`config.mk`:
```
export PLATFORM = sky130hd
export DESIGN_NAME = lcd_timing_ctrl_flat
export DESIGN_NICKNAME = d
export VERILOG_FILES = /design/src/rtl/lcd_timing_ctrl_if.sv /design/src/rtl/lcd_timing_ctrl.sv /design/src/flat_wrapper.sv
export SDC_FILE = /design/constraint.sdc
export NUM_CORES = 1
export LEC_CHECK = 0
export BUFFER_PORTS_ARGS = -buffer_cell sky130_fd_sc_hd__buf_4
export CAP_MARGIN = 30
export CORE_ASPECT_RATIO = 1.2
export CORE_UTILIZATION = 35
export CTS_CLUSTER_SIZE = 8
export DETAILED_ROUTE_END_ITERATION = 6
export GPL_TIMING_DRIVEN = 0
export PLACE_DENSITY_LB_ADDON = 0.3
export SLEW_MARGIN = 20
export SYNTH_ARGS = -nofsm -noshare
export SYNTH_HDL_FRONTEND = slang
export SYNTH_SLANG_ARGS = --single-unit
```
`constraint.sdc`:
```
create_clock -name lcd_pclk -period 4.2 [get_ports lcd_pclk]
set_clock_uncertainty 0.05 [all_clocks]
set_input_delay 0.42 -clock lcd_pclk [delete_from_list [all_inputs] [get_ports lcd_pclk]]
set_output_delay 0.42 -clock lcd_pclk [all_outputs]
set_load 0.1 [all_outputs]
```
`src/rtl/lcd_timing_ctrl_if.sv`:
```
// Signal bundle between the LCD timing controller, its pixel generator and the panel.
// master = timing controller side, slave = generator/panel side.
interface lcd_timing_ctrl_if;
  logic        lcd_en;
  logic [23:0] pixel_data;
  logic [10:0] pixel_xpos;
  logic [10:0] pixel_ypos;
  logic [10:0] h_disp;
  logic [10:0] v_disp;
  logic        lcd_hs;
  logic        lcd_vs;
  logic        lcd_de;
  logic [23:0] lcd_rgb;
  logic        lcd_bl;
  logic        busy;

  modport master (
    input  lcd_en, pixel_data,
    output pixel_xpos, pixel_ypos, h_disp, v_disp,
           lcd_hs, lcd_vs, lcd_de, lcd_rgb, lcd_bl, busy
  );

  modport slave (
    output lcd_en, pixel_data,
    input  pixel_xpos, pixel_ypos, h_disp, v_disp,
           lcd_hs, lcd_vs, lcd_de, lcd_rgb, lcd_bl, busy
  );
endinterface

```
`src/rtl/lcd_timing_ctrl.sv`:
```
// RGB LCD timing generator: h/v counters, syncs, data-enable, frame-gated start/stop, delayed backlight.
// Optional macro LCD_TEST_BAR_EN keeps the panel scanning in IDLE with a 4-bar test pattern.
module lcd_timing_ctrl #(
  parameter int H_SYNC   = 41,
  parameter int H_BACK   = 2,
  parameter int H_DISP   = 480,
  parameter int H_FRONT  = 2,
  parameter int V_SYNC   = 10,
  parameter int V_BACK   = 2,
  parameter int V_DISP   = 272,
  parameter int V_FRONT  = 2,
  parameter int BL_DELAY = 2
) (
  input  logic              lcd_pclk,
  input  logic              rst_n,
  lcd_timing_ctrl_if.master lcd
);
  localparam int H_TOTAL = H_SYNC + H_BACK + H_DISP + H_FRONT;
  localparam int V_TOTAL = V_SYNC + V_BACK + V_DISP + V_FRONT;
  localparam int FW      = (BL_DELAY < 2) ? 1 : $clog2(BL_DELAY + 1);

  localparam logic [10:0] H_LAST      = 11'(H_TOTAL - 1);
  localparam logic [10:0] V_LAST      = 11'(V_TOTAL - 1);
  localparam logic [10:0] H_SYNC_END  = 11'(H_SYNC);
  localparam logic [10:0] V_SYNC_END  = 11'(V_SYNC);
  localparam logic [10:0] H_ACT_START = 11'(H_SYNC + H_BACK);
  localparam logic [10:0] H_ACT_END   = 11'(H_SYNC + H_BACK + H_DISP);
  localparam logic [10:0] H_REQ_START = 11'(H_SYNC + H_BACK - 1);
  localparam logic [10:0] H_REQ_END   = 11'(H_SYNC + H_BACK + H_DISP - 1);
  localparam logic [10:0] V_ACT_START = 11'(V_SYNC + V_BACK);
  localparam logic [10:0] V_ACT_END   = 11'(V_SYNC + V_BACK + V_DISP);
  localparam logic [FW-1:0] BL_TARGET = FW'(BL_DELAY);

`ifdef LCD_TEST_BAR_EN
  localparam bit SCAN_IN_IDLE = 1'b1;
`else
  localparam bit SCAN_IN_IDLE = 1'b0;
`endif

  typedef enum logic [1:0] {IDLE, RUN, STOP_PEND} state_t;

  state_t        state_reg;
  logic [10:0]   h_cnt_reg;
  logic [10:0]   v_cnt_reg;
  logic [FW-1:0] frame_cnt_reg;
  logic          lcd_bl_reg;
  logic          busy_reg;

  logic          h_wrap;
  logic          frame_wrap;
  logic          start_ok;
  logic [10:0]   h_cnt_next;
  logic [10:0]   v_cnt_next;
  logic [FW-1:0] frame_cnt_next;

  assign h_wrap         = (h_cnt_reg == H_LAST);
  assign frame_wrap     = h_wrap && (v_cnt_reg == V_LAST);
  assign h_cnt_next     = h_wrap ? 11'd0 : h_cnt_reg + 11'd1;
  assign v_cnt_next     = !h_wrap ? v_cnt_reg : (frame_wrap ? 11'd0 : v_cnt_reg + 11'd1);
  // Frame count saturates so the backlight stays on for as long as the panel runs.
  assign frame_cnt_next = (frame_wrap && (frame_cnt_reg != BL_TARGET)) ?
                          frame_cnt_reg + FW'(1) : frame_cnt_reg;

`ifdef LCD_TEST_BAR_EN
  assign start_ok = lcd.lcd_en && frame_wrap;
`else
  assign start_ok = lcd.lcd_en;
`endif

  always_ff @(posedge lcd_pclk or negedge rst_n) begin
    if (!rst_n) begin
      state_reg     <= IDLE;
      h_cnt_reg     <= 11'd0;
      v_cnt_reg     <= 11'd0;
      frame_cnt_reg <= '0;
      lcd_bl_reg    <= 1'b0;
      busy_reg      <= 1'b0;
    end else begin
      case (state_reg)
        IDLE: begin
          frame_cnt_reg <= '0;
          lcd_bl_reg    <= 1'b0;
          h_cnt_reg     <= SCAN_IN_IDLE ? h_cnt_next : 11'd0;
          v_cnt_reg     <= SCAN_IN_IDLE ? v_cnt_next : 11'd0;
          if (start_ok) begin
            state_reg  <= RUN;
            busy_reg   <= 1'b1;
            lcd_bl_reg <= (BL_DELAY == 0);
          end
        end
        RUN, STOP_PEND: begin
          h_cnt_reg <= h_cnt_next;
          v_cnt_reg <= v_cnt_next;
          if ((state_reg == STOP_PEND) && !lcd.lcd_en && frame_wrap) begin
            state_reg     <= IDLE;
            busy_reg      <= 1'b0;
            lcd_bl_reg    <= 1'b0;
            frame_cnt_reg <= '0;
          end else begin
            state_reg     <= lcd.lcd_en ? RUN : STOP_PEND;
            frame_cnt_reg <= frame_cnt_next;
            lcd_bl_reg    <= (frame_cnt_next == BL_TARGET);
          end
        end
        default: state_reg <= IDLE;
      endcase
    end
  end

  logic scan;
  logic line_act;
  logic de;
  logic data_req;

  assign scan     = SCAN_IN_IDLE || (state_reg != IDLE);
  assign line_act = (v_cnt_reg >= V_ACT_START) && (v_cnt_reg < V_ACT_END);
  assign de       = scan && line_act && (h_cnt_reg >= H_ACT_START) && (h_cnt_reg < H_ACT_END);
  // Requests lead the enable by one pixel so the registered generator output lines up with de.
  assign data_req = scan && line_act && (h_cnt_reg >= H_REQ_START) && (h_cnt_reg < H_REQ_END);

  assign lcd.lcd_hs     = !(scan && (h_cnt_reg < H_SYNC_END));
  assign lcd.lcd_vs     = !(scan && (v_cnt_reg < V_SYNC_END));
  assign lcd.lcd_de     = de;
  assign lcd.pixel_xpos = data_req ? h_cnt_reg - H_REQ_START : 11'd0;
  assign lcd.pixel_ypos = data_req ? v_cnt_reg - V_ACT_START : 11'd0;
  assign lcd.h_disp     = 11'(H_DISP);
  assign lcd.v_disp     = 11'(V_DISP);
  assign lcd.lcd_bl     = lcd_bl_reg;
  assign lcd.busy       = busy_reg;

`ifdef LCD_TEST_BAR_EN
  localparam logic [10:0] BAR1 = 11'(H_DISP / 4);
  localparam logic [10:0] BAR2 = 11'(2 * (H_DISP / 4));
  localparam logic [10:0] BAR3 = 11'(3 * (H_DISP / 4));
  logic [10:0] col;
  logic [23:0] bar_rgb;

  assign col = h_cnt_reg - H_ACT_START;
  always_comb begin
    bar_rgb = 24'h0000ff;
    if (col < BAR1)      bar_rgb = 24'hffffff;
    else if (col < BAR2) bar_rgb = 24'hff0000;
    else if (col < BAR3) bar_rgb = 24'h00ff00;
  end
  assign lcd.lcd_rgb = !de ? 24'd0 : ((state_reg == IDLE) ? bar_rgb : lcd.pixel_data);
`else
  assign lcd.lcd_rgb = de ? lcd.pixel_data : 24'd0;
`endif
endmodule
```
`src/flat_wrapper.sv`:
```
// flat-port wrapper written by rule: the top's interface ports become plain ports
module lcd_timing_ctrl_flat 
#(
  parameter int H_SYNC   = 41,
  parameter int H_BACK   = 2,
  parameter int H_DISP   = 480,
  parameter int H_FRONT  = 2,
  parameter int V_SYNC   = 10,
  parameter int V_BACK   = 2,
  parameter int V_DISP   = 272,
  parameter int V_FRONT  = 2,
  parameter int BL_DELAY = 2
)
  (lcd_pclk, rst_n, lcd_lcd_en, lcd_pixel_data, lcd_pixel_xpos, lcd_pixel_ypos, lcd_h_disp, lcd_v_disp, lcd_lcd_hs, lcd_lcd_vs, lcd_lcd_de, lcd_lcd_rgb, lcd_lcd_bl, lcd_busy);
  lcd_timing_ctrl_if lcd_i ();
  input  logic lcd_pclk;
  input  logic rst_n;
  input wire logic [$bits(lcd_i.lcd_en)-1:0] lcd_lcd_en;
  input wire logic [$bits(lcd_i.pixel_data)-1:0] lcd_pixel_data;
  output wire logic [$bits(lcd_i.pixel_xpos)-1:0] lcd_pixel_xpos;
  output wire logic [$bits(lcd_i.pixel_ypos)-1:0] lcd_pixel_ypos;
  output wire logic [$bits(lcd_i.h_disp)-1:0] lcd_h_disp;
  output wire logic [$bits(lcd_i.v_disp)-1:0] lcd_v_disp;
  output wire logic [$bits(lcd_i.lcd_hs)-1:0] lcd_lcd_hs;
  output wire logic [$bits(lcd_i.lcd_vs)-1:0] lcd_lcd_vs;
  output wire logic [$bits(lcd_i.lcd_de)-1:0] lcd_lcd_de;
  output wire logic [$bits(lcd_i.lcd_rgb)-1:0] lcd_lcd_rgb;
  output wire logic [$bits(lcd_i.lcd_bl)-1:0] lcd_lcd_bl;
  output wire logic [$bits(lcd_i.busy)-1:0] lcd_busy;
  assign lcd_i.lcd_en = lcd_lcd_en;
  assign lcd_i.pixel_data = lcd_pixel_data;
  assign lcd_pixel_xpos = lcd_i.pixel_xpos;
  assign lcd_pixel_ypos = lcd_i.pixel_ypos;
  assign lcd_h_disp = lcd_i.h_disp;
  assign lcd_v_disp = lcd_i.v_disp;
  assign lcd_lcd_hs = lcd_i.lcd_hs;
  assign lcd_lcd_vs = lcd_i.lcd_vs;
  assign lcd_lcd_de = lcd_i.lcd_de;
  assign lcd_lcd_rgb = lcd_i.lcd_rgb;
  assign lcd_lcd_bl = lcd_i.lcd_bl;
  assign lcd_busy = lcd_i.busy;
  lcd_timing_ctrl #(.H_SYNC(H_SYNC), .H_BACK(H_BACK), .H_DISP(H_DISP), .H_FRONT(H_FRONT), .V_SYNC(V_SYNC), .V_BACK(V_BACK), .V_DISP(V_DISP), .V_FRONT(V_FRONT), .BL_DELAY(BL_DELAY)) u_core (.lcd_pclk(lcd_pclk), .rst_n(rst_n), .lcd(lcd_i));
endmodule
```
==> results.md <==
- Outcome: finished with violations
- Failing checks: hold timing
- Sequential fraction of the synthesis area: 0.2532
- Clock transition at path regs: 110 ps
- Switching share of power: 0.4989
- WP data arrival: 3250 ps
- Total power draw: 1.140 mW
- Grt met3 use: 0.01909
- Leakage: 1.689 nW
- Power per Cell Area: 299.0 nW/um^2
- Setup crit start kind: flop
- YS warnings: 0
- Global-route wire length before repair: 14150 um
- Comb pwr share: 0.526
- Worst Max-Slew Pin Slew: 896.7 ps
- Die W: 83.18 um
- DRC viols: 0
- Post-synth top area cell: dfrtp_1
- Sw power: 568.5 uW
- Top cells by area, synth: dfrtp_1 (25%), nor3_1 (9.4%), nand2_1 (6.9%), buf_4 (6.0%), ha_1 (5.9%)
- Initial antenna violation count: 0
- Area growth from synthesis to layout: 37.70%
- Routability cong.: 0.8711
- Vias per Instance: 5.415
- Worst slack, placed: 804.3 ps
- Placed Instances: 573
- Crit end category: output port
- Antenna diode instance count: 0
- Clk pwr share: 0.195
- Max_cap viols: 0
- CP max-delay cell: or4b_2
- Die Area: 8268 um^2
- RSZ-0062 raised after global routing: false
- Max VDD drop: 0.2659 mV
- Share of the synthesized area in the top cell type: 0.2532
- Crit Path Category: reg2out
- Wire per inst: 14.97 um
- Layout Nets: 527
- Largest net degree at the start of global routing: 29
- CP Cell Sequence: ha_1 > clkbuf_1 > or4b_2 > nand4_1 > o2111ai_1 > buf_2 > buf_2 > nor3_2 > buf_4
- Io pins: 100
- Non-filler instance count after layout: 578
- CP peak stage delay: 630 ps
- Port bufs: 77
- Crit path max fanout: 10
- Slew HR: 0.3927
- ANT nets after route: 0
- Core ar.: 7664 um^2
- Die height: 99.41 um
- Cell area after synthesis: 2768 um^2
- Initial Utilization: 0.3611
- Post-synth EDFFs: 0
- Final setup vio count: 0
- Remaining global-route overflow: 0
- H-Tree Depth: 1
- Post-synth cell types: 50
- Root Driver: clkbuf_8
- Sum of negative setup slack: 0 ps
- Drt total wl: 8654 um
- CTS tree: done
- Post-route minimum period: 3724 ps
- Flops & latches, synth: 28
- Met2 GRT Util: 0.3821
- DR vias: 3130
- First-pass iteration count of the detailed router: 4
- GRT Resource Usage Total: 0.2063
- Final Max Tran Viols: 0
- Postcts setup bufs: 0
- Final worst slack: 475.7 ps
- Most frequent CP cell: buf_2
- Max Clk Rate: 268.5 MHz
- Avg Cell Area, Syn: 7.226 um^2
- FP Rows: 35
- Mapped Cells: 383
- Hold WS: -9.220 ps
- Vias in the first global route: 2952
- Tcrit/Tclk final: 0.8867
- Grt met1 use: 0.2555
- Prevailing post-synth register cell: dfrtp_1
- TritonCTS Buffers: 3
- Worst skew pair latency: 280 ps
- P_int: 571.0 uW
- Hold-fix buffers, CTS: 0
- Hold WC Path Type: in2async
- Initial drt markers: 178
- Detailed Place HPWL: 6489 um
- Sequential share of power: 0.278
- Post_cts resized: 0
- Final hold violation count: 5
- Grt peak-use layer: met2
- Clk buf depth: 2
- Ys async rst share: 1.000
- CP Data Required Time: 3730 ps
- Share of layout cells above drive strength 1: 0.3210
- CTS sink cnt: 28
==> final timing paths <==
kind	start	to	slack, ps	cells after the start
setup / recovery	u_core.v_cnt_reg[3]	lcd_pixel_ypos[10]	480	9
hold / removal	rst_n	u_core.h_cnt_reg[8]	-9	1
setup reg to reg	u_core.v_cnt_reg[3]	u_core.lcd.lcd_bl	1550	7
hold reg to reg	u_core.lcd.busy	u_core.lcd.busy	520	2
max in group asynchronous	rst_n	u_core.h_cnt_reg[3]	3820	1
min in group lcd_pclk	lcd_lcd_en	u_core.state_reg[1]	290	2
==> routing by layer <==
metal,vias up,wire length [um]
met5,-,0
met4,0,113
met3,12,450
met2,110,4519
met1,1471,3570
li1,1537,-
==> power groups by stage <==
stage,Sequential (mW),Clock [mW],Combinational [mW]
floorplan,0.315,0,0.455
global placement,0.322,0,0.586
detailed placement,0.322,0,0.593
CTS,0.316,0.227,0.595
global route,0.323,0.238,0.642
finish,0.317,0.223,0.600
==> cell usage in the layout, fill, tap and decap left out, types with 7 or more instances in the layout <==
cell type   n
dfrtp_1    28
o21ai_0    19
nor3_1     18
buf_4      99
xnor2_1     8
a21oi_1    13
ha_1       13
conb_1     22
inv_1      18
nor3_2     34
o31ai_1     7
clkbuf_1   24
nor4_1      9
nor2_1     11
nand3_1    18
nand2_1    51
==> cells in the mapped netlist, types with 2 or more instances <==
cell type,n
or4_4,2
xnor2_1,8
nand3_1,18
a31oi_1,5
and3_1,3
nand2_1,51
buf_6,2
inv_1,18
nor2_1,11
nor4_1,9
conb_1,2
o2111ai_1,3
nand3b_1,3
dfrtp_1,28
nor2b_1,3
o211ai_1,3
a211oi_1,4
ha_1,13
o21ai_0,19
a211o_1,2
a21oi_1,13
or4_1,4
buf_4,22
o311ai_0,3
o31ai_1,7
a2111oi_0,2
mux2i_1,2
a21o_1,2
o21a_1,4
xor2_1,3
nor3_1,52
or3_1,6
buf_1,2
nand2b_1,4
clkbuf_1,24
nand4_1,6
buf_2,6
o22ai_1,2
==> worst max-delay path, delay by kind of cell (launching register included) <==
kind	cells	cell delay, ps
AOI/OAI and AO/OA	1	140
buffers and inverters	4	1130
and+or+nand+nor	3	980
DFF	1	510
adders and majority gates	1	210
==> kinds of logic (layout without fill, tap and decap cells) <==
group	count (synthesis)	count (layout)	synth area share
flip-flops	28	28	0.2532
AND/OR/NAND/NOR	178	178	0.3269
XOR/XNOR	11	11	0.03481
buffers and inverters	74	157	0.1383
multiplexers	2	2	0.007234
adder cells (fa/ha/maj)	13	13	0.05877
AO/OA/AOI/OAI	75	75	0.1781
other	2	22	0.002713
==> cell type report <==
class	count	area, um^2
inverters	18	67.56
fillers	776	3852
repair buffers	79	586.8
clock buffers	3	41.29
multi-input cells	301	1954
flip-flops and latches	28	700.7
clock inverters	1	30.03
plain buffers	56	315.3
well taps	92	115.1
==> per-stage QoR <==
stage	cell area, um^2	util
4_1_cts	3806	0.4967
3_5_place_dp	3735	0.4873
6_report	3811	0.4973
3_3_place_gp	3731	0.4869
5_1_grt	3811	0.4973
2_1_floorplan	3038	-
No activity file was read; power rests on OpenSTA's default activity.
